`src/rtl/masked_sbox_state_sequencer.sv`:
```
// masked_sbox_state_sequencer
//   Drives an external 3-share, second-order masked AES S-box over a full
//   128-bit state. Each cycle with fresh randomness, one byte's three shares
//   are issued to the S-box. A tag pipeline the same depth as the S-box
//   follows every issued byte, so each returning result is written back to
//   the right byte of the result shares. The three shares are only ever
//   moved between registers; they are never combined.
//
// Ports
//   clk, rst                 clock, synchronous active-high reset
//   start                    one-cycle request, accepted only in IDLE
//   busy                     high from start acceptance until done
//   done                     one-cycle pulse, state_out_* valid
//   state_in_share1..3       input shares (byte k = bits [8k+7:8k])
//   state_out_share1..3      result shares, held until next accepted start
//   rand_valid / rand_ready  fresh randomness present / consumed (= busy)
//   rand_in                  per-cycle randomness for the three S-box stages
//   sb_in_share1..3          byte shares to the S-box (0 when not issuing)
//   sb_rand_cycle1..3        rand_in slices routed to S-box stages 1..3
//   sb_out_share1..3         S-box output shares
//
// state  | meaning
// IDLE   | waiting for start
// ISSUE  | issuing one byte per cycle while rand_valid is high
// DRAIN  | all bytes issued, waiting for in-flight results
// DONE   | done pulse, result shares valid
module masked_sbox_state_sequencer #(
  parameter int SBOX_LATENCY = 3,
  parameter int NBYTES       = 16
) (
  input  logic              clk,
  input  logic              rst,
  input  logic              start,
  output logic              busy,
  output logic              done,
  input  logic [8*NBYTES-1:0] state_in_share1,
  input  logic [8*NBYTES-1:0] state_in_share2,
  input  logic [8*NBYTES-1:0] state_in_share3,
  output logic [8*NBYTES-1:0] state_out_share1,
  output logic [8*NBYTES-1:0] state_out_share2,
  output logic [8*NBYTES-1:0] state_out_share3,
  input  logic              rand_valid,
  output logic              rand_ready,
  input  logic [137:0]      rand_in,
  output logic [7:0]        sb_in_share1,
  output logic [7:0]        sb_in_share2,
  output logic [7:0]        sb_in_share3,
  output logic [53:0]       sb_rand_cycle1,
  output logic [59:0]       sb_rand_cycle2,
  output logic [23:0]       sb_rand_cycle3,
  input  logic [7:0]        sb_out_share1,
  input  logic [7:0]        sb_out_share2,
  input  logic [7:0]        sb_out_share3
);

  localparam int IDX_W = (NBYTES > 1) ? $clog2(NBYTES) : 1;
  localparam int SW    = 8 * NBYTES;
  localparam logic [IDX_W-1:0] LAST_IDX = IDX_W'(NBYTES - 1);

  typedef enum logic [1:0] {
    S_IDLE,
    S_ISSUE,
    S_DRAIN,
    S_DONE
  } state_t;

  state_t                  state;
  logic [SW-1:0]           in1_q;
  logic [SW-1:0]           in2_q;
  logic [SW-1:0]           in3_q;
  logic [IDX_W-1:0]        idx;
  logic [SBOX_LATENCY-1:0] tag_valid;
  logic [IDX_W-1:0]        tag_idx [SBOX_LATENCY];

  logic                    issue;
  logic [IDX_W-1:0]        cap_idx;
  logic                    older_tags_idle;

  assign issue   = (state == S_ISSUE) && rand_valid;
  assign cap_idx = tag_idx[SBOX_LATENCY-1];

  // The oldest tag is written back on the same edge that leaves DRAIN, so
  // only the younger stages need to be empty.
  assign older_tags_idle = (tag_valid[SBOX_LATENCY-2:0] == '0);

  // Bytes are presented in the same cycle rand_valid is seen, so stage-1
  // randomness that cycle is guaranteed fresh for a real issue.
  assign sb_in_share1 = issue ? in1_q[{idx, 3'b000} +: 8] : 8'h00;
  assign sb_in_share2 = issue ? in2_q[{idx, 3'b000} +: 8] : 8'h00;
  assign sb_in_share3 = issue ? in3_q[{idx, 3'b000} +: 8] : 8'h00;

  assign rand_ready     = busy;
  assign sb_rand_cycle1 = rand_in[53:0];
  assign sb_rand_cycle2 = rand_in[113:54];
  assign sb_rand_cycle3 = rand_in[137:114];

  always_ff @(posedge clk) begin
    if (rst) begin
      state            <= S_IDLE;
      busy             <= 1'b0;
      done             <= 1'b0;
      idx              <= '0;
      in1_q            <= '0;
      in2_q            <= '0;
      in3_q            <= '0;
      state_out_share1 <= '0;
      state_out_share2 <= '0;
      state_out_share3 <= '0;
      tag_valid        <= '0;
      for (int i = 0; i < SBOX_LATENCY; i++) tag_idx[i] <= '0;
    end else begin
      // Tag pipeline advances every cycle; bubbles carry valid = 0.
      tag_valid  <= {tag_valid[SBOX_LATENCY-2:0], issue};
      tag_idx[0] <= idx;
      for (int i = 1; i < SBOX_LATENCY; i++) tag_idx[i] <= tag_idx[i-1];

      if (tag_valid[SBOX_LATENCY-1]) begin
        state_out_share1[{cap_idx, 3'b000} +: 8] <= sb_out_share1;
        state_out_share2[{cap_idx, 3'b000} +: 8] <= sb_out_share2;
        state_out_share3[{cap_idx, 3'b000} +: 8] <= sb_out_share3;
      end

      case (state)
        S_IDLE: begin
          if (start) begin
            in1_q            <= state_in_share1;
            in2_q            <= state_in_share2;
            in3_q            <= state_in_share3;
            state_out_share1 <= '0;
            state_out_share2 <= '0;
            state_out_share3 <= '0;
            idx              <= '0;
            busy             <= 1'b1;
            state            <= S_ISSUE;
          end
        end
        S_ISSUE: begin
          if (issue) begin
            idx <= idx + 1'b1;
            if (idx == LAST_IDX) state <= S_DRAIN;
          end
        end
        S_DRAIN: begin
          if (older_tags_idle) begin
            busy  <= 1'b0;
            done  <= 1'b1;
            state <= S_DONE;
          end
        end
        S_DONE: begin
          done  <= 1'b0;
          state <= S_IDLE;
        end
        default: state <= S_IDLE;
      endcase
    end
  end

endmodule

```
`config.mk`:
```
export PLATFORM = sky130hd
export DESIGN_NAME = masked_sbox_state_sequencer
export DESIGN_NICKNAME = d
export VERILOG_FILES = /design/src/rtl/masked_sbox_state_sequencer.sv
export SDC_FILE = /design/constraint.sdc
export NUM_CORES = 2
export LEC_CHECK = 0
export ABC_AREA = 0
export BUFFER_PORTS_ARGS = -buffer_cell sky130_fd_sc_hd__clkbuf_2
export CAP_MARGIN = 0
export CORE_AREA = 3 3 425 427
export DETAILED_ROUTE_END_ITERATION = 7
export DIE_AREA = 0 0 428 430
export SETUP_SLACK_MARGIN = 0.15
export SYNTH_ARGS = -nofsm -noshare
export SYNTH_HDL_FRONTEND = slang
export SYNTH_SLANG_ARGS = --single-unit
```
`constraint.sdc`:
```
create_clock -name clk -period 6.3 [get_ports clk]
set_input_delay 0 -clock clk [delete_from_list [all_inputs] [get_ports clk]]
set_output_delay 0 -clock clk [all_outputs]
set_load 0.05 [all_outputs]
```
==> out/summary.txt <==
Tcrit/Tclk final - 61.8%
CP Cell Sequence - ha_1 > and2_1 > o211ai_1 > nand2_1 > mux2i_1
Chip height - 430 um
Synth top area share - 48.2%
Syn Area/Cell - 8.73 um2
Outcome - finished, final reports clean
First-pass GRT wire length - 228,000 um
Delay-heaviest family, CP - simple AND/OR/NAND/NOR gates
DRT iter0 DRCs - 2,733
TritonCTS buffer count - 90
DRT Pass-1 Iters - 5
Commonest cells in the netlist - nand2_1 (1,080), dfxtp_1 (791), a21oi_1 (530)
RSZ-0062 raised after global routing - false
Worst Path Class, Setup - register to register
Vias in the first global route - 32.5k
Largest net degree at the start of global routing - 202
CTS clk-pin slew, worst paths - 60 ps
Worst Path Arrival - 4490 ps
Crit-path slowest cell - nand2_1
Gr ovfl total - 0
Skew-Pair Late Insertion Delay - 700 ps
Internal power - 9770 uW
Core Box Area - 176,000 um2
Layout cells sized above 1 - 22.9%
Initial Util - 18.6%
Setup TNS Final - 0 ps
Min Tclk post-route - 3890 ps
Combinational fraction of design power - 21.6%
Top post-synthesis cells by area - dfxtp_1 (48%), nand2_1 (12%), mux2i_1 (8.7%), a21oi_1 (8.1%), mux4_2 (5.0%)
Max stage delay on crit path - 1030 ps
Max Transition Viols Final - 0
Routability cong. - 0.871
P_leak - 0.0191 uW
Synth cell types - 58
Clock share of power - 38.4%
Dominant synthesized flop cell - dfxtp_1
Switch Pwr - 4420 uW
Yosys warnings - 0
DR WL/cell - 22.0 um
Initial antenna violation count - 25
Worst Path Required - 6900 ps
Clk_skew - 23.5 ps
Hold Crit Class - primary input to output port
Post-synthesis cell count - 3,763
Async S/R FF share, synth - 0%
Total Die Area - 184,000 um2
CP max FO - 27
I/O Buffers - 822
Sw Share - 31.2%
Area grow syn2layout - 42.7%
Root buf cell - clkbuf_16
Synthesized area - 32,800 um2
Post-DRT Antenna Nets - 0
Die Width - 428 um
H-tree levels - 3
Leading area contributor after synthesis - dfxtp_1
Clk buf depth - 3
Final Hold Viols - 0
# setup viols final - 0
CTS Sinks - 791
Worst vdd ir - 201 uV
Max Cap Violations - 0
#FFs+latches synth - 791
DP HPWL - 113,000 um
Tightest Pin Transition - 1210 ps
GRT Util Overall - 16.6%
Routed wire length - 160,000 um
CTS tree - yes
Std cell rows - 154
Synth Net Count - 4,321
Placed inst area - 38,000 um2
Sequential fraction of the synthesis area - 48.2%
Critical path startpoint category - register
DRC Markers - 0
Most common cell in the netlist - nand2_1
Pwr dens - 303 nW/um2
Max frequency - 0.257 GHz
Final net count - 5,386
Endpoint type of the worst setup path - register
Buf/Inv on CP - 0
Design area - 46,900 um2
Seq pwr share - 39.9%
EDFF count, synth - 0
Rel. slew slack - 18.9%
Via-to-Cell Ratio - 4.50
Vias - 32.7k
Total I/O pin count - 1,099
Setup repair bufs after CTS - 0
-- cell usage in the layout (no fill, tap or decap), types with 27 or more instances in the layout --
master,Yosys,routed
nand3_1,141,141
dfxtp_1,791,787
a21oi_1,530,529
o21ai_0,64,64
nand4_1,37,37
clkbuf_2,0,821
dlygate4sd3_1,0,573
nand2_1,1080,1079
and3_1,33,32
buf_4,151,36
clkbuf_16,0,93
o211ai_1,27,27
nor2_1,41,39
mux2i_1,284,284
mux4_2,73,73
-- worst reg2reg max path: cells and delay by family, from the launching register on --
kind / cells / cell delay [ps]
AO/OA/AOI/OAI: 1 / 600
AND/OR/NAND/NOR: 2 / 1750
adder cells (fa/ha/maj): 1 / 510
multiplexers: 1 / 320
flip-flops: 1 / 620
-- cells by family (layout without fill, tap and decap cells) --
| family | count (synthesis) | count (layout) | synth area share (%) |
|---|---|---|---|
| compound gates | 733 | 733 | 12.6 |
| simple gates | 1395 | 1395 | 17.5 |
| fa+ha+maj | 8 | 8 | 0.305 |
| xor+xnor | 4 | 4 | 0.107 |
| buf+inv | 473 | 1606 | 7.46 |
| flops | 791 | 791 | 48.2 |
| mux | 359 | 359 | 13.7 |
| other cells | 0 | 20 | 0 |
-- power by group through the flow --
stage	clock, uW	combinational (uW)	sequential, uW
2_1_floorplan	0	2050	5690
3_3_place_gp	0	2690	5760
3_5_place_dp	0	2720	5780
4_1_cts	5580	3100	5670
5_1_grt	5780	3360	5720
6_report	5450	3070	5670
-- through the flow --
step | utilization [%] | std cells | hold WS [ps] | setup WS, ps | total power [uW]
finish | 26.5 | 7256 | 0.0653 | 2410 | 14200
global route | 26.5 | 7247 | 0.287 | 2250 | 14900
floorplan | - | 3763 | 136 | 4080 | 7730
CTS | 26.5 | 7236 | 0.341 | 2370 | 14300
global placement | 21.5 | 6503 | 0.341 | 2740 | 8450
detailed placement | 21.5 | 6503 | 0.341 | 2540 | 8500
-- registers in the layout (all words and copies together), names as in the netlist --
| signal | cells |
|---|---|
| busy | 1 |
| done | 1 |
| idx | 4 |
| in1_q | 128 |
| in2_q | 128 |
| in3_q | 128 |
| state | 2 |
| state_out_share1 | 128 |
| state_out_share2 | 128 |
| state_out_share3 | 128 |
| tag_idx | 12 |
| tag_valid | 3 |
-- metal layers --
metal / GRT usage (%) / part of all wire [%]
met5: 1.22 / 0.17
met3: 5.13 / 8.9
met2: 28.5 / 49
met1: 18.7 / 37
met4: 7.67 / 4.7
-- worst paths after layout --
kind / end / start / cells past startpoint / slack (ps)
max: state_out_share2[92]$_SDFF_PP0_ / tag_idx[0][8]$_SDFF_PP0_ / 5 / 2410
min: sb_rand_cycle2[1] / rand_in[55] / 0 / 0.07
max reg2reg: state_out_share2[92]$_SDFF_PP0_ / tag_idx[0][8]$_SDFF_PP0_ / 5 / 2410
min reg2reg: tag_idx[0][7]$_SDFF_PP0_ / tag_idx[0][3]$_SDFF_PP0_ / 1 / 430
-- cell type report --
| class | count | area (um2) |
|---|---|---|
| timing repair buffer | 1438 | 10300 |
| clock buffer | 130 | 2670 |
| sequential | 791 | 15800 |
| multi-input combinational | 2499 | 14700 |
| inverter | 8 | 30.0 |
| tap | 2340 | 2930 |
| antenna | 20 | 50.0 |
| fill | 18600 | 130000 |
| clock inverter | 30 | 369 |
-- timing repair --
item                                   CTS  global route
hold buffers                           573             0
gates resized for setup                  0             0
endpoints found under the hold margin  639             0
(Power assumes the default switching activity.)
